==> config.mk <==
export PLATFORM = sky130hd
export DESIGN_NAME = ctrl_pipe_unit
export DESIGN_NICKNAME = d
export VERILOG_FILES = /design/src/rtl/ctrl_pkg.sv /design/src/rtl/ctrl_pipe_unit_decode.sv /design/src/rtl/ctrl_pipe_unit.sv
export SDC_FILE = /design/constraint.sdc
export NUM_CORES = 1
export LEC_CHECK = 0
export ABC_CLOCK_PERIOD_IN_PS = 1600
export CAP_MARGIN = 10
export CORE_MARGIN = 1.5
export CORE_UTILIZATION = 41
export DETAILED_ROUTE_END_ITERATION = 6
export PLACE_DENSITY_LB_ADDON = 0.05
export SLEW_MARGIN = 30
export SYNTH_ARGS = -nofsm -noshare
export SYNTH_HDL_FRONTEND = slang
export SYNTH_SLANG_ARGS = --single-unit
==> constraint.sdc <==
create_clock -name clk -period 1.6 [get_ports clk]
set_clock_uncertainty 0.15 [all_clocks]
set_input_delay 0.16 -clock clk [delete_from_list [all_inputs] [get_ports clk]]
set_output_delay 0.16 -clock clk [all_outputs]
set_load 0.01 [all_outputs]
==> src/rtl/ctrl_pkg.sv <==
// ctrl_pkg: shared constants for the control pipeline.
//   - opcode and R-type funct encodings recognised by the decoder
//   - alu_mid and out_select code points
//   - bit positions of every field inside the ex/mem/wb control buses
package ctrl_pkg;

  localparam logic [5:0] OP_RTYPE = 6'h00;
  localparam logic [5:0] OP_J     = 6'h02;
  localparam logic [5:0] OP_BEQ   = 6'h04;
  localparam logic [5:0] OP_BNE   = 6'h05;
  localparam logic [5:0] OP_ADDI  = 6'h08;
  localparam logic [5:0] OP_ADDIU = 6'h09;
  localparam logic [5:0] OP_SLTI  = 6'h0A;
  localparam logic [5:0] OP_SLTIU = 6'h0B;
  localparam logic [5:0] OP_ANDI  = 6'h0C;
  localparam logic [5:0] OP_ORI   = 6'h0D;
  localparam logic [5:0] OP_XORI  = 6'h0E;
  localparam logic [5:0] OP_LUI   = 6'h0F;
  localparam logic [5:0] OP_LW    = 6'h23;
  localparam logic [5:0] OP_SW    = 6'h2B;

  localparam logic [5:0] FN_NOOP  = 6'h00;
  localparam logic [5:0] FN_MFHI  = 6'h10;
  localparam logic [5:0] FN_MFLO  = 6'h12;
  localparam logic [5:0] FN_MULT  = 6'h18;
  localparam logic [5:0] FN_MULTU = 6'h19;

  localparam logic [2:0] ALU_ADD   = 3'b000;
  localparam logic [2:0] ALU_AND   = 3'b010;
  localparam logic [2:0] ALU_OR    = 3'b011;
  localparam logic [2:0] ALU_XOR   = 3'b100;
  localparam logic [2:0] ALU_SLT   = 3'b101;
  localparam logic [2:0] ALU_RTYPE = 3'b111;

  localparam logic [1:0] OUT_ALU  = 2'b00;
  localparam logic [1:0] OUT_LUI  = 2'b01;
  localparam logic [1:0] OUT_MULT = 2'b10;
  localparam logic [1:0] OUT_HILO = 2'b11;

  localparam int EX_W  = 11;
  localparam int MEM_W = 2;
  localparam int WB_W  = 4;

  // ex_ctrl = {alusrc_a, reg_dst, alu_mid[2:0], se_ze, beq, bne, jump, start_mult, mult_sign}
  localparam int EX_ALUSRC_A   = 10;
  localparam int EX_REG_DST    = 9;
  localparam int EX_ALU_MID_HI = 8;
  localparam int EX_ALU_MID_LO = 6;
  localparam int EX_SE_ZE      = 5;
  localparam int EX_BEQ        = 4;
  localparam int EX_BNE        = 3;
  localparam int EX_JUMP       = 2;
  localparam int EX_START_MULT = 1;
  localparam int EX_MULT_SIGN  = 0;

  // mem_ctrl = {mem_write, mem_read}
  localparam int MEM_WRITE = 1;
  localparam int MEM_READ  = 0;

  // wb_ctrl = {reg_write, mem_to_reg, out_select[1:0]}
  localparam int WB_REG_WRITE  = 3;
  localparam int WB_MEM_TO_REG = 2;
  localparam int WB_OUT_SEL_HI = 1;
  localparam int WB_OUT_SEL_LO = 0;

endpackage

==> src/rtl/ctrl_pipe_unit_decode.sv <==
// ctrl_decode: purely combinational instruction decoder.
//   op_code, funct -> ex_ctrl, mem_ctrl, wb_ctrl control fields
//   legal          -> opcode is one the pipeline knows
//   uses_hilo      -> MFHI/MFLO/MULT/MULTU (subject to the multiply hazard)
// Fields not set by an instruction stay 0; unknown opcodes decode to all zeros.
module ctrl_decode
  import ctrl_pkg::*;
(
  input  logic [5:0]       op_code,
  input  logic [5:0]       funct,
  output logic [EX_W-1:0]  ex_ctrl,
  output logic [MEM_W-1:0] mem_ctrl,
  output logic [WB_W-1:0]  wb_ctrl,
  output logic             legal,
  output logic             uses_hilo
);

  always_comb begin
    ex_ctrl   = '0;
    mem_ctrl  = '0;
    wb_ctrl   = '0;
    legal     = 1'b1;
    uses_hilo = 1'b0;
    case (op_code)
      OP_RTYPE: begin
        // every funct is accepted; unlisted ones are generic ALU R-types
        case (funct)
          FN_NOOP: begin
          end
          FN_MFHI, FN_MFLO: begin
            wb_ctrl[WB_REG_WRITE]                 = 1'b1;
            ex_ctrl[EX_REG_DST]                   = 1'b1;
            wb_ctrl[WB_OUT_SEL_HI:WB_OUT_SEL_LO]  = OUT_HILO;
            uses_hilo                             = 1'b1;
          end
          FN_MULT, FN_MULTU: begin
            ex_ctrl[EX_START_MULT]                = 1'b1;
            ex_ctrl[EX_MULT_SIGN]                 = (funct == FN_MULT);
            wb_ctrl[WB_OUT_SEL_HI:WB_OUT_SEL_LO]  = OUT_MULT;
            uses_hilo                             = 1'b1;
          end
          default: begin
            wb_ctrl[WB_REG_WRITE]                 = 1'b1;
            ex_ctrl[EX_REG_DST]                   = 1'b1;
            ex_ctrl[EX_ALU_MID_HI:EX_ALU_MID_LO]  = ALU_RTYPE;
          end
        endcase
      end
      OP_J:   ex_ctrl[EX_JUMP] = 1'b1;
      OP_BEQ: ex_ctrl[EX_BEQ]  = 1'b1;
      OP_BNE: ex_ctrl[EX_BNE]  = 1'b1;
      OP_ADDI, OP_ADDIU, OP_SLTI, OP_SLTIU: begin
        wb_ctrl[WB_REG_WRITE] = 1'b1;
        ex_ctrl[EX_ALUSRC_A]  = 1'b1;
        ex_ctrl[EX_SE_ZE]     = 1'b1;
        if (op_code == OP_SLTI || op_code == OP_SLTIU)
          ex_ctrl[EX_ALU_MID_HI:EX_ALU_MID_LO] = ALU_SLT;
      end
      OP_ANDI, OP_ORI, OP_XORI: begin
        wb_ctrl[WB_REG_WRITE] = 1'b1;
        ex_ctrl[EX_ALUSRC_A]  = 1'b1;
        case (op_code)
          OP_ANDI: ex_ctrl[EX_ALU_MID_HI:EX_ALU_MID_LO] = ALU_AND;
          OP_ORI:  ex_ctrl[EX_ALU_MID_HI:EX_ALU_MID_LO] = ALU_OR;
          default: ex_ctrl[EX_ALU_MID_HI:EX_ALU_MID_LO] = ALU_XOR;
        endcase
      end
      OP_LUI: begin
        wb_ctrl[WB_REG_WRITE]                = 1'b1;
        wb_ctrl[WB_OUT_SEL_HI:WB_OUT_SEL_LO] = OUT_LUI;
      end
      OP_LW: begin
        wb_ctrl[WB_REG_WRITE]  = 1'b1;
        wb_ctrl[WB_MEM_TO_REG] = 1'b1;
        ex_ctrl[EX_ALUSRC_A]   = 1'b1;
        ex_ctrl[EX_SE_ZE]      = 1'b1;
        mem_ctrl[MEM_READ]     = 1'b1;
      end
      OP_SW: begin
        ex_ctrl[EX_ALUSRC_A] = 1'b1;
        ex_ctrl[EX_SE_ZE]    = 1'b1;
        mem_ctrl[MEM_WRITE]  = 1'b1;
      end
      default: legal = 1'b0;
    endcase
  end

endmodule

==> src/rtl/ctrl_pipe_unit.sv <==
// ctrl_pipe_unit: control pipeline ID -> EX -> MEM -> WB with multiply hazard.
//   clk, rst_n              clock, synchronous active-low reset
//   id_valid/op_code/funct  instruction in ID
//   stall_in, flush         external data-hazard stall, taken-branch kill
//   id_stall, illegal_op    ID-stage status (combinational)
//   ex_*/mem_*/wb_*         registered control per stage
//   mult_busy               HI/LO unit busy (counter nonzero)
module ctrl_pipe_unit
  import ctrl_pkg::*;
#(
  parameter int MULT_LATENCY = 4
) (
  input  logic             clk,
  input  logic             rst_n,
  input  logic             id_valid,
  input  logic [5:0]       op_code,
  input  logic [5:0]       funct,
  input  logic             stall_in,
  input  logic             flush,
  output logic             id_stall,
  output logic             illegal_op,
  output logic             ex_valid,
  output logic [EX_W-1:0]  ex_ctrl,
  output logic             mem_valid,
  output logic [MEM_W-1:0] mem_ctrl,
  output logic             wb_valid,
  output logic [WB_W-1:0]  wb_ctrl,
  output logic             mult_busy
);

  localparam int CNT_W = $clog2(MULT_LATENCY + 1);

  logic [EX_W-1:0]  dec_ex;
  logic [MEM_W-1:0] dec_mem;
  logic [WB_W-1:0]  dec_wb;
  logic             dec_legal;
  logic             dec_hilo;
  logic             issue;

  // ID/EX carries the later-stage fields forward alongside ex_ctrl
  logic             ex_valid_q,  ex_valid_d;
  logic [EX_W-1:0]  ex_ctrl_q,   ex_ctrl_d;
  logic [MEM_W-1:0] ex_mem_q,    ex_mem_d;
  logic [WB_W-1:0]  ex_wb_q,     ex_wb_d;
  logic             mem_valid_q, mem_valid_d;
  logic [MEM_W-1:0] mem_ctrl_q,  mem_ctrl_d;
  logic [WB_W-1:0]  mem_wb_q,    mem_wb_d;
  logic             wb_valid_q,  wb_valid_d;
  logic [WB_W-1:0]  wb_ctrl_q,   wb_ctrl_d;
  logic [CNT_W-1:0] cnt_q,       cnt_d;

  ctrl_decode u_decode (
    .op_code   (op_code),
    .funct     (funct),
    .ex_ctrl   (dec_ex),
    .mem_ctrl  (dec_mem),
    .wb_ctrl   (dec_wb),
    .legal     (dec_legal),
    .uses_hilo (dec_hilo)
  );

  always_comb begin
    mult_busy  = (cnt_q != '0);
    id_stall   = stall_in | (id_valid & dec_hilo & mult_busy);
    illegal_op = id_valid & ~dec_legal;
    issue      = id_valid & ~id_stall & ~flush & dec_legal;

    ex_valid_d  = issue;
    ex_ctrl_d   = issue ? dec_ex  : '0;
    ex_mem_d    = issue ? dec_mem : '0;
    ex_wb_d     = issue ? dec_wb  : '0;

    // downstream stages never freeze
    mem_valid_d = ex_valid_q;
    mem_ctrl_d  = ex_mem_q;
    mem_wb_d    = ex_wb_q;
    wb_valid_d  = mem_valid_q;
    wb_ctrl_d   = mem_wb_q;

    cnt_d = cnt_q;
    if (issue && dec_ex[EX_START_MULT])
      cnt_d = CNT_W'(MULT_LATENCY);
    else if (cnt_q != '0)
      cnt_d = cnt_q - CNT_W'(1);
  end

  always_ff @(posedge clk) begin
    if (!rst_n) begin
      ex_valid_q  <= 1'b0;
      ex_ctrl_q   <= '0;
      ex_mem_q    <= '0;
      ex_wb_q     <= '0;
      mem_valid_q <= 1'b0;
      mem_ctrl_q  <= '0;
      mem_wb_q    <= '0;
      wb_valid_q  <= 1'b0;
      wb_ctrl_q   <= '0;
      cnt_q       <= '0;
    end else begin
      ex_valid_q  <= ex_valid_d;
      ex_ctrl_q   <= ex_ctrl_d;
      ex_mem_q    <= ex_mem_d;
      ex_wb_q     <= ex_wb_d;
      mem_valid_q <= mem_valid_d;
      mem_ctrl_q  <= mem_ctrl_d;
      mem_wb_q    <= mem_wb_d;
      wb_valid_q  <= wb_valid_d;
      wb_ctrl_q   <= wb_ctrl_d;
      cnt_q       <= cnt_d;
    end
  end

  assign ex_valid  = ex_valid_q;
  assign ex_ctrl   = ex_ctrl_q;
  assign mem_valid = mem_valid_q;
  assign mem_ctrl  = mem_ctrl_q;
  assign wb_valid  = wb_valid_q;
  assign wb_ctrl   = wb_ctrl_q;

endmodule

==> flow_summary_export.csv <==
group,metric,value,unit
status,status,"finished with violations",
status,violations,"setup timing",
power,ir_drop,0.516,mV
timing,tns,-0.119,ns
routing,dr.pass1.iters,4,
routing,avgViaCountPerCell,4.91,
floorplanning,die_w,59.8,um
final_layout,layout.nets,237,
yosys,yosysSeqAreaShare,47.0,%
placement,dp_worst_setup_slack,-0.579,ns
final_layout,antennaDiodeCount,0,
routing,ant_nets,0,
clock_tree,cts.htree.levels,2,
placement,portBuffers,39,
setup_path,crit_chain,"inv_2 > ha_4 > nor2b_4 > inv_2 > nand2_1 > o21bai_1 > buf_2",
final_layout,fin_cells,263,
placement,dp.cells,245,
yosys,async_reset_ff_share,0,%
timing,slew_viol_final,0,
timing,relSlewSlack,68.3,%
clock_tree,cts_root_buf,"clkbuf_4",
setup_path,crit_path_end_kind,"output port",
routing,drt_iter0_drc,32,
timing,max_freq,0.589,GHz
timing,tightest_slew,0.469,ns
setup_path,critPathSlowestCell,"dfxtp_2",
setup_path,critPathKind,"flop to output port",
yosys,synth_warnings,0,
placement,dp_hpwl,2490,um
timing,period_minus_slack,1.70,ns
routing,wl_per_cell,14.0,um
routing,routed_wl,3680,um
timing,hold_viol_final,0,
yosys,synthCells,136,
clock_tree,cts_buffer_depth,2,
clock_tree,numCtsBuffers,5,
grt,grt_usage,21.0,%
clock_tree,path_clk_slew,0.09,ns
flow_run,drv_cap,0,
setup_path,critPathTopFamily,"flip-flops",
grt,antenna_found_initial,0,
setup_path,critical_path_peak_fanout,2,
timing,fin_crit_sh,106,%
yosys,syn-num-nets,155,
yosys,ys_top_cells_by_area,"dfxtp_1 (47%), and2_1 (5.7%), nor3_2 (5.3%), nand2_1 (2.8%), nor2_1 (2.3%)",
floorplanning,pin_count,40,
clock_tree,clock_sinks,31,
yosys,synth_cell_types,40,
floorplanning,rows,20,
grt,first_global_vias,1205,
setup_path,cpMostUsedCell,"inv_2",
setup_path,path_buf_inv,3,
floorplanning,coreArea,0.00305,sq mm
final_layout,syn2layout_area_growth,71.3,%
placement,gp_congestion,0.936,
final_layout,drive_gt1_share,40.6,%
power,powerDensity,861,mW/mm^2
timing,setup-violations-final,2,
setup_path,crit_arrival,1.39,ns
timing,rsz0062_at_grt,"true",
yosys,synth_largest_area_cell,"dfxtp_1",
clock_tree,cts_tree,"yes",
yosys,synthFlopType,"dfxtp_1",
hold_path,hold_path.class,"input port to flop",
yosys,synth_edf_count,0,
grt,grt_max_degree,16,
floorplanning,die_y,59.8,um
yosys,avgSynthCellArea,9.72,sq um
yosys,synth_area,0.00132,sq mm
floorplanning,dieArea,0.00357,sq mm
setup_path,crit_required,1.29,ns
routing,drc,0,
power,p_leak,0.921,nW
grt,grt_pass1_wl,5400,um
timing,setup_ws,-0.0979,ns
routing,vias,1291,
yosys,netlist.area_leader.share,47.0,%
yosys,ys_seq_elements,31,
clock_tree,cts.hold.buffers_added,0,
grt,grt-ovfl-total,0,
setup_path,start_kind,"flop",
setup_path,cp_slowest_stage_delay,0.35,ns
clock_tree,clk-insertion-delay-late,0.34,ns
floorplanning,start_util,43.3,%
==> what timing repair did <==
item	4_1_cts	5_1_grt
endpoints found under the hold margin	0	0
resized for setup	41	17
gates cloned	0	1
setup endpoints to repair	18	21
buffers inserted	7	3
pin swaps	6	8
==> per-layer routing <==
metal  up-vias  global-route usage (%)  part of all wire [%]
met3         6                    6.93                   5.0
met5         -                       0                     0
met4         0                    11.1                   1.6
met1       599                    23.8                    42
li1        643                       -                     -
met2        43                    34.8                    51
==> cell usage after synthesis, types with 3 or more instances <==
cell,instances
nor2_1,8
clkbuf_1,3
nor3b_1,3
nand3_1,4
nor2b_1,4
and2_1,12
nand4_1,4
nor3_1,5
nand2_1,10
a21oi_1,3
inv_1,4
nor3_2,7
a211oi_1,3
dfxtp_1,31
==> cells in the final DEF, fill, tap and decap left out, types with 2 or more instances in the layout <==
| cell | n |
|---|---|
| buf_2 | 2 |
| clkdlybuf4s50_1 | 22 |
| dlygate4sd2_1 | 7 |
| nand4b_1 | 2 |
| o21ai_0 | 2 |
| buf_6 | 3 |
| clkbuf_4 | 5 |
| nand3_1 | 4 |
| nor3b_2 | 2 |
| and2_1 | 12 |
| mux2i_1 | 2 |
| dlymetal6s2s_1 | 6 |
| nor2b_1 | 2 |
| nor2b_4 | 2 |
| and3_1 | 2 |
| a211oi_2 | 2 |
| nand4_1 | 4 |
| a21oi_1 | 3 |
| nor2_1 | 8 |
| inv_2 | 3 |
| nand2_1 | 10 |
| nor3_2 | 9 |
| dfxtp_1 | 29 |
| dfxtp_2 | 2 |
| nor3_1 | 3 |
| buf_4 | 40 |
==> worst reg2reg max path, cell delays in order, from the launching register on <==
cell and delay, ns:
dfxtp_2 0.34, inv_2 0.08, ha_4 0.14, nor2b_4 0.15, buf_4 0.16, nor2_4 0.06, buf_12 0.14, a311oi_1 0.27
==> flip-flops by register name, indices dropped and copies added (netlist names) <==
| register | cells |
|---|---|
| ex_ctrl | 11 |
| wb_ctrl | 4 |
| cnt_q | 3 |
| ex_wb_q | 3 |
| mem_wb_q | 3 |
| ex_mem_q | 2 |
| mem_ctrl | 2 |
| ex_valid | 1 |
| mem_valid | 1 |
| wb_valid | 1 |
==> kinds of logic after synthesis <==
logic type               count (synthesis)  share of synthesized area (%)
multiplexers                             2                           1.52
AO/OA/AOI/OAI                           19                           11.0
XOR/XNOR                                 1                          0.663
flip-flops                              31                           47.0
adder cells (fa/ha/maj)                  2                           1.89
AND/OR/NAND/NOR                         69                           32.8
buffers and inverters                   12                           5.21
==> cell type report <==
cell class / instances / area (sq um)
Fill cell: 242 / 790
Multi-Input combinational cell: 93 / 761
Timing Repair Buffer: 83 / 756
Sequential cell: 31 / 623
Tap cell: 44 / 55.1
Clock buffer: 6 / 41.3
Inverter: 4 / 15.0
Clock inverter: 2 / 12.5
==> path summary, 6_finish.rpt <==
| path | from | to | slack, ns | cells past startpoint |
|---|---|---|---|---|
| setup / recovery | cnt_q[1] | id_stall | -0.1 | 7 |
| hold / removal | funct[0] | ex_ctrl[0] | 0.006 | 3 |
| setup reg to reg | cnt_q[1] | ex_wb_q[3] | 0.04 | 7 |
| hold reg to reg | ex_wb_q[0] | mem_wb_q[0] | 0.29 | 1 |
==> stage by stage <==
stage               area, sq um  power [W]  hold WS, ns  utilization [%]
floorplan                  1320    0.00107       0.0883                -
global placement           1980    0.00133        0.263             64.9
detailed placement         1980    0.00135        0.268             64.9
CTS                        2160    0.00194        0.141             70.7
global route               2260    0.00207       0.0120             74.1
finish                     2260    0.00195      0.00568             74.1
==> power breakdown <==
| group | switching [W] | leakage (nW) | internal (W) |
|---|---|---|---|
| logic | 0.000282 | 0.642 | 0.000387 |
| registers | 0.0000280 | 0.251 | 0.000807 |
| clock network | 0.000275 | 0.0282 | 0.000169 |
| total | 0.000585 | 0.921 | 0.00136 |
Power figures use the tool's default switching activity.
